[src/rtl/csr_unit.sv]
// Machine-mode CSR unit: CSR storage, Zicsr read/modify/write, trap entry and MRET.
// Optional 64-bit mcycle/minstret counters are built when CSR_COUNTERS_EN is defined.
module csr_unit #(
  parameter int unsigned XLEN        = 32,
  parameter logic [31:0] MTVEC_RESET = 32'h0000_0000,
  parameter logic [31:0] HART_ID     = 32'd0
) (
  input  logic            sys_clk,
  input  logic            sys_reset,
  input  logic            instr_valid_i,
  input  logic [31:0]     instr_i,
  input  logic [XLEN-1:0] rs_data_i,
  input  logic            retire_i,
  input  logic            trap_i,
  input  logic [XLEN-1:0] trap_cause_i,
  input  logic [XLEN-1:0] trap_pc_i,
  input  logic [XLEN-1:0] trap_val_i,
  input  logic            mret_i,
  output logic [XLEN-1:0] csr_rd_data_o,
  output logic            illegal_o,
  output logic [XLEN-1:0] trap_vector_o,
  output logic [XLEN-1:0] epc_o,
  output logic            irq_en_o
);

  logic [6:0]  opcode;
  logic [2:0]  funct3;
  logic [4:0]  rs1_field;
  logic [11:0] addr;

  assign opcode    = instr_i[6:0];
  assign funct3    = instr_i[14:12];
  assign rs1_field = instr_i[19:15];
  assign addr      = instr_i[31:20];

  logic        mstatus_mie, mstatus_mpie;
  logic [31:0] mie_q, mtvec_q, mscratch_q, mepc_q, mcause_q, mtval_q;
`ifdef CSR_COUNTERS_EN
  logic [63:0] mcycle_q, minstret_q;
`endif

  logic        is_csr, wants_write, implemented, illegal_raw, do_write;
  logic [31:0] old_val, src, wdata;

  // Decode the instruction class and whether it intends to write
  always_comb begin
    is_csr = (opcode == 7'b1110011) && (funct3 != 3'b000) && (funct3 != 3'b100);
    // Set/clear forms with rs1/zimm == 0 are pure reads
    wants_write = (funct3[1:0] == 2'b01) || (rs1_field != 5'd0);
  end

  // Read mux over the CSR map; flags unimplemented addresses
  always_comb begin
    old_val     = '0;
    implemented = 1'b1;
    case (addr)
      12'h300: old_val = {19'd0, 2'b11, 3'd0, mstatus_mpie, 3'd0, mstatus_mie, 3'd0};
      12'h304: old_val = mie_q;
      12'h305: old_val = {mtvec_q[31:2], 2'b00};
      12'h340: old_val = mscratch_q;
      12'h341: old_val = {mepc_q[31:2], 2'b00};
      12'h342: old_val = mcause_q;
      12'h343: old_val = mtval_q;
      12'hF14: old_val = HART_ID;
`ifdef CSR_COUNTERS_EN
      12'hB00, 12'hC00: old_val = mcycle_q[31:0];
      12'hB80, 12'hC80: old_val = mcycle_q[63:32];
      12'hB02, 12'hC02: old_val = minstret_q[31:0];
      12'hB82, 12'hC82: old_val = minstret_q[63:32];
`endif
      default: implemented = 1'b0;
    endcase
  end

  // New-value computation and access checking
  always_comb begin
    src = funct3[2] ? {27'd0, rs1_field} : rs_data_i;
    case (funct3[1:0])
      2'b10:   wdata = old_val | src;
      2'b11:   wdata = old_val & ~src;
      default: wdata = src;
    endcase
    illegal_raw   = is_csr && (!implemented || (wants_write && (addr[11:10] == 2'b11)));
    illegal_o     = instr_valid_i && illegal_raw;
    csr_rd_data_o = (is_csr && !illegal_raw) ? old_val : '0;
    // Trap and MRET take priority and drop the CSR write entirely
    do_write      = instr_valid_i && is_csr && wants_write && !illegal_raw && !trap_i && !mret_i;
  end

  // Architectural CSR state: trap > mret > CSR write
  always_ff @(posedge sys_clk or posedge sys_reset) begin
    if (sys_reset) begin
      mstatus_mie  <= 1'b0;
      mstatus_mpie <= 1'b0;
      mie_q        <= '0;
      mtvec_q      <= MTVEC_RESET;
      mscratch_q   <= '0;
      mepc_q       <= '0;
      mcause_q     <= '0;
      mtval_q      <= '0;
    end else if (trap_i) begin
      mepc_q       <= {trap_pc_i[31:2], 2'b00};
      mcause_q     <= trap_cause_i;
      mtval_q      <= trap_val_i;
      mstatus_mpie <= mstatus_mie;
      mstatus_mie  <= 1'b0;
    end else if (mret_i) begin
      mstatus_mie  <= mstatus_mpie;
      mstatus_mpie <= 1'b1;
    end else if (do_write) begin
      case (addr)
        12'h300: begin
          mstatus_mie  <= wdata[3];
          mstatus_mpie <= wdata[7];
        end
        12'h304: mie_q      <= wdata & 32'h0000_0888;
        12'h305: mtvec_q    <= {wdata[31:2], 2'b00};
        12'h340: mscratch_q <= wdata;
        12'h341: mepc_q     <= {wdata[31:2], 2'b00};
        12'h342: mcause_q   <= wdata;
        12'h343: mtval_q    <= wdata;
        default: ;
      endcase
    end
  end

`ifdef CSR_COUNTERS_EN
  // 64-bit counters; a write to either half replaces that cycle's increment
  always_ff @(posedge sys_clk or posedge sys_reset) begin
    if (sys_reset) begin
      mcycle_q   <= '0;
      minstret_q <= '0;
    end else begin
      if (do_write && addr == 12'hB00)      mcycle_q <= {mcycle_q[63:32], wdata};
      else if (do_write && addr == 12'hB80) mcycle_q <= {wdata, mcycle_q[31:0]};
      else                                  mcycle_q <= mcycle_q + 64'd1;

      if (do_write && addr == 12'hB02)      minstret_q <= {minstret_q[63:32], wdata};
      else if (do_write && addr == 12'hB82) minstret_q <= {wdata, minstret_q[31:0]};
      else if (retire_i)                    minstret_q <= minstret_q + 64'd1;
    end
  end
`else
  logic unused_retire;
  assign unused_retire = retire_i;
`endif

  // Status outputs straight from storage
  always_comb begin
    trap_vector_o = {mtvec_q[31:2], 2'b00};
    epc_o         = {mepc_q[31:2], 2'b00};
    irq_en_o      = mstatus_mie;
  end

endmodule

[config.mk]
export PLATFORM = sky130hd
export DESIGN_NAME = csr_unit
export DESIGN_NICKNAME = d
export VERILOG_FILES = /design/src/rtl/csr_unit.sv
export SDC_FILE = /design/constraint.sdc
export NUM_CORES = 1
export LEC_CHECK = 0
export ABC_AREA = 1
export BUFFER_PORTS_ARGS = -buffer_cell sky130_fd_sc_hd__buf_2
export CAP_MARGIN = 20
export CORE_MARGIN = 2
export CORE_UTILIZATION = 40
export CTS_CLUSTER_SIZE = 30
export DETAILED_ROUTE_END_ITERATION = 6
export HOLD_SLACK_MARGIN = 0.08
export PLACE_DENSITY_LB_ADDON = 0.1
export SLEW_MARGIN = 20
export SYNTH_ARGS = -nofsm -noshare
export SYNTH_HDL_FRONTEND = slang
export SYNTH_SLANG_ARGS = --single-unit
[constraint.sdc]
create_clock -name sys_clk -period 7.16 [get_ports sys_clk]
set_input_delay 1.074 -clock sys_clk [delete_from_list [all_inputs] [get_ports sys_clk]]
set_output_delay 1.074 -clock sys_clk [all_outputs]
set_load 0.01 [all_outputs]
### Word-level counts from Yosys, hierarchy flattened

Index checks and enable logic that the tools add are counted.

* bitwise operators: 5
* mux-type cells: 25
* reduce and logical (&&, ||, !) cells: 33
* eq/ne operators: 15

Operators with widths (number)
* 32-bit 2-to-1 mux: 14
* 32-bit one-hot mux with 7 select lines: 1
* 12-bit by 10-bit == test with 1-bit output (second input constant): 7
* 32-bit one-hot mux with 2 select lines: 1
* 32-bit bitwise AND: 1
* 32-bit NOT: 1
* 32-bit bitwise OR: 1
* 12-bit == test (second input constant): 1
* 4-bit AND reduction: 3
* 1-bit logical AND: 11
* 1-bit 2-to-1 mux: 9
* 3-bit AND reduction: 3
* 3-bit nonzero test: 3
* 2-bit nonzero test: 4
* 8-bit OR reduction: 1
* 7-bit == test (second input constant): 1
* 2-bit == test (second input constant): 3
* 5-bit nonzero test: 1
* 1-bit logical NOT: 4
* 3-bit != test (second input constant): 1
* 2-bit by 1-bit == test with 1-bit output (second input constant): 1
* 1-bit logical OR: 2
* 2-bit != test (second input constant): 1
* 1-bit NOT: 2
* 2-bit AND reduction: 1

* bits of input ports: 166
* logic and storage cells: 86
* flip-flop bits (word level): 163
* output and inout port bits: 98

### Depth between registers and ports, before layout

* word-level depth: 13
* depth in mapped cells: 17
* gate-level depth less buffers: 16

### Worst setup path after synthesis

Ideal clock, no wire load.

* path type: input to output
* from: input port instr_i[27]
* to: output port csr_rd_data_o[22]
* cell stages on the path: 10
* path slack: 3.787 ns
* path buffers: 1
* data arrival time: 2.299 ns
* data required time: 6.086 ns
* cells stage by stage: nor2_1 -> nand2_1 -> nor2_4 -> nand2_2 -> inv_2 -> nor2_1 -> nand3_2 -> nand3_1 -> clkbuf_1 -> a21oi_1

* word-level cells in the longest chain between the ends: 9
* elaborated cells on any way between the ends: 17
* those cells by class: eq/ne (8); mux (3); reduce/logical (6)

RTL lines
* start, declared: RTL line 11 `input logic [31:0] instr_i,`
* 12-bit by 10-bit == test with 1-bit output / 12-bit == test (equally long branches): RTL line 56 `case (addr)`
* 8-bit OR reduction (no line)
* 1-bit 2-to-1 mux: RTL line 56
* 1-bit logical NOT: RTL line 83 `illegal_raw = is_csr && (!implemented || (wants_write && (addr[11:10] == 2'b11)));`
* 1-bit logical OR: RTL line 83
* 1-bit logical AND: RTL line 83
* 1-bit logical NOT: RTL line 85 `csr_rd_data_o = (is_csr && !illegal_raw) ? old_val : '0;`
* 1-bit logical AND: RTL line 85
* 32-bit 2-to-1 mux *: RTL line 85
* end, declared: RTL line 19 `output logic [XLEN-1:0] csr_rd_data_o,`

Mark *: on every way between the ends. The rest lies on a longest branch, timed or not.

### Worst setup path after layout

* from: input port instr_i[31]
* to: output port csr_rd_data_o[31]

The elaborated chain is that of the path after synthesis.

==> impl_results.md <==
* Initial core utilization at 40.8%
* Critical path class: primary input to primary output
* Tmin final at 5.13 ns
* Final net count at 1,961
* Final max-slew violation count at 0
* Sequential power share at 45.9%
* Post-DP HPWL at 23,800 um
* Final setup vio count at 0
* Hold WC Path Type: flop to flop
* FMAX at 195 MHz
* Setup crit end kind: primary output
* Comb power frac at 13.6%
* Fraction of layout cells with a size suffix above 1 at 18.0%
* Pwr dens at 182 mW/mm2
* CP Max Fanout at 40
* Placer congestion estimate at 0.837
* Area Growth Syn to Fin at 20.0%
* Hold_buf cts at 0
* Hold Fails Final Rpt at 0
* Initial antenna violation count at 3
* Data required time at the worst endpoint at 6.09 ns
* Die width at 162 um
* Most frequent cells in the layout: nand2_1, buf_2, dfrtp_1, nand3_1, inv_1
* Core Region at 0.0244 mm2
* Root buf cell: clkbuf_16
* Pint at 1.54 mW
* Worst slew pin tran at 1.08 ns
* Worst vdd ir at 125 uV
* Post-placement setup slack at 2.02 ns
* Pwr Total at 2.17 mW
* Die height at 162 um
* Dpl cell area at 0.0114 mm2
* MaxCap Viol Count at 0
* CTS tree: done
* Status: complete, no violations
* Worst EP arrival at 4.06 ns
* Library cells used by synthesis at 31
* DRC viols at 0
* Clk pwr share at 40.4%
* Overall Global Routing Usage at 28.5%
* Mapped Cells at 1,595
* IO Count at 264
* Drt pass-1 iters at 7
* DR WL/cell at 17.4 um
* Post-CTS setup buffer count at 0
* Hold_ws at 0.475 ns
* Critical path startpoint category: primary input
* Die area at 0.0261 mm2
* Via/cell ratio at 5.02
* CTS Buf Count at 17
* Sequential area share after synthesis at 40.5%
* Cell total after placement at 2,100
* Mapped Area at 0.00995 mm2
* RSZ-0062 raised after global routing: no
* Pin count of the biggest net entering global routing at 95
* Final instance area at 0.0119 mm2
* Reg clk slew, reported paths at 0.06 ns
* Fin crit share at 71.6%
* Max-slew headroom at 27.7%
* Final non-filler cell total at 2,133
* Row cnt at 57
* Vias at 10,717
* Clock Sinks at 161
* Clock buffer depth at 2
* Total grt overflow at 0
* Setup WS post-layout at 2.03 ns
* Final setup TNS at 0 ns
* Sw Share at 29.3%
* Synth Warn # at 0
* P_leak at 7.00 nW
* Initial DRC Count at 939
* Total Routed Length at 37,100 um
* Switching power at 638 uW
* Syn_area_per_cell at 6.24 um2
* Most common cell after layout, fill and taps aside: nand2_1
* Clock Skew at 0.00954 ns
* PortBufs at 251
* Htree depth at 4
* Synth Register Bits at 161
* Worst-Skew Late Latency at 0.43 ns
* Finished Core Util at 49.0%
* Post-route ant nets at 0
* Vias in the first global route at 10,033
* First-pass GRT wire length at 56,900 um
* CTS-repair resized insts at 0
## final timing paths
path / from / to / slack, ns / depth (start not counted)
worst max register to register: mcause_q[11] / mcause_q[11] / 5.47 / 10
min in group asynchronous: sys_reset / mepc_q[10] / 0.83 / 2
worst max-delay path: instr_i[31] / csr_rd_data_o[31] / 2.03 / 12
worst min-delay path: mscratch_q[30] / mscratch_q[30] / 0.47 / 2
max in group asynchronous: sys_reset / mscratch_q[31] / 4.85 / 3
worst min register to register: mscratch_q[30] / mscratch_q[30] / 0.47 / 2
## Yosys cell counts (all sizes together)
master | count | area [um2]
nand3b | 1 | 7.51
nand3 | 145 | 731
conb | 1 | 3.75
buf | 57 | 297
mux2i | 1 | 10.0
nand2 | 762 | 2860
nor2 | 141 | 559
nor3 | 1 | 5.00
a21oi | 40 | 200
o21bai | 4 | 37.5
clkinv | 1 | 3.75
inv | 152 | 571
dfrtp | 161 | 4030
o21ai | 91 | 455
nor4b | 1 | 8.76
nand4 | 4 | 40.0
o211ai | 1 | 7.51
a31oi | 1 | 6.26
clkbuf | 30 | 114
## metal layers
layer / global-route usage [%] / up-vias / part of all wire, %
met1: 39.5 / 4949 / 44
met4: 7.12 / 2 / 1.6
met2: 46.0 / 429 / 46
met5: 0 / - / 0.035
li1: - / 5296 / -
met3: 5.80 / 41 / 8.7
## power groups by stage
stage,Clock [mW],Combinational (mW),Sequential [mW]
after floorplan,0,0.168,1.02
final,0.879,0.296,0.999
after detailed placement,0,0.297,1.02
after global routing,0.926,0.335,1.00
after CTS,0.891,0.299,0.998
after global placement,0,0.294,1.01
## cell families after synthesis
logic type	count (synthesis)	synth area share (%)
mux	1	0.101
other cells	1	0.0377
flops	161	40.5
buf+inv	240	9.90
compound gates	137	7.11
simple gates	1055	42.4
## critical path, cell delays in order
cell,delay [ns]
buf_2,0.11
nor2_1,0.09
nand2_1,0.14
nor2_4,0.13
buf_4,0.50
o21ai_1,0.14
nand2_1,0.12
inv_2,0.04
nand3_2,0.11
nand3_2,0.80
a21oi_1,0.57
buf_2,0.21
## area by class of cell
type	count	area, um2
antenna	1	2.50
clock buffer	20	457
clock inverter	12	101
fill	2598	12500
inverter	153	582
multi-input combinational	1197	5000
sequential	161	4030
tap	324	405
timing repair buffer	265	1360
## state kept, by name (all words and copies together), names as in the netlist
| register | count |
|---|---|
| mtvec_q | 30 |
| mscratch_q | 32 |
| irq_en_o | 1 |
| mcause_q | 32 |
| mepc_q | 30 |
| mstatus_mpie | 1 |
| mtval_q | 32 |
| mie_q | 3 |
Note: power is estimated with default switching activity, not from simulation.
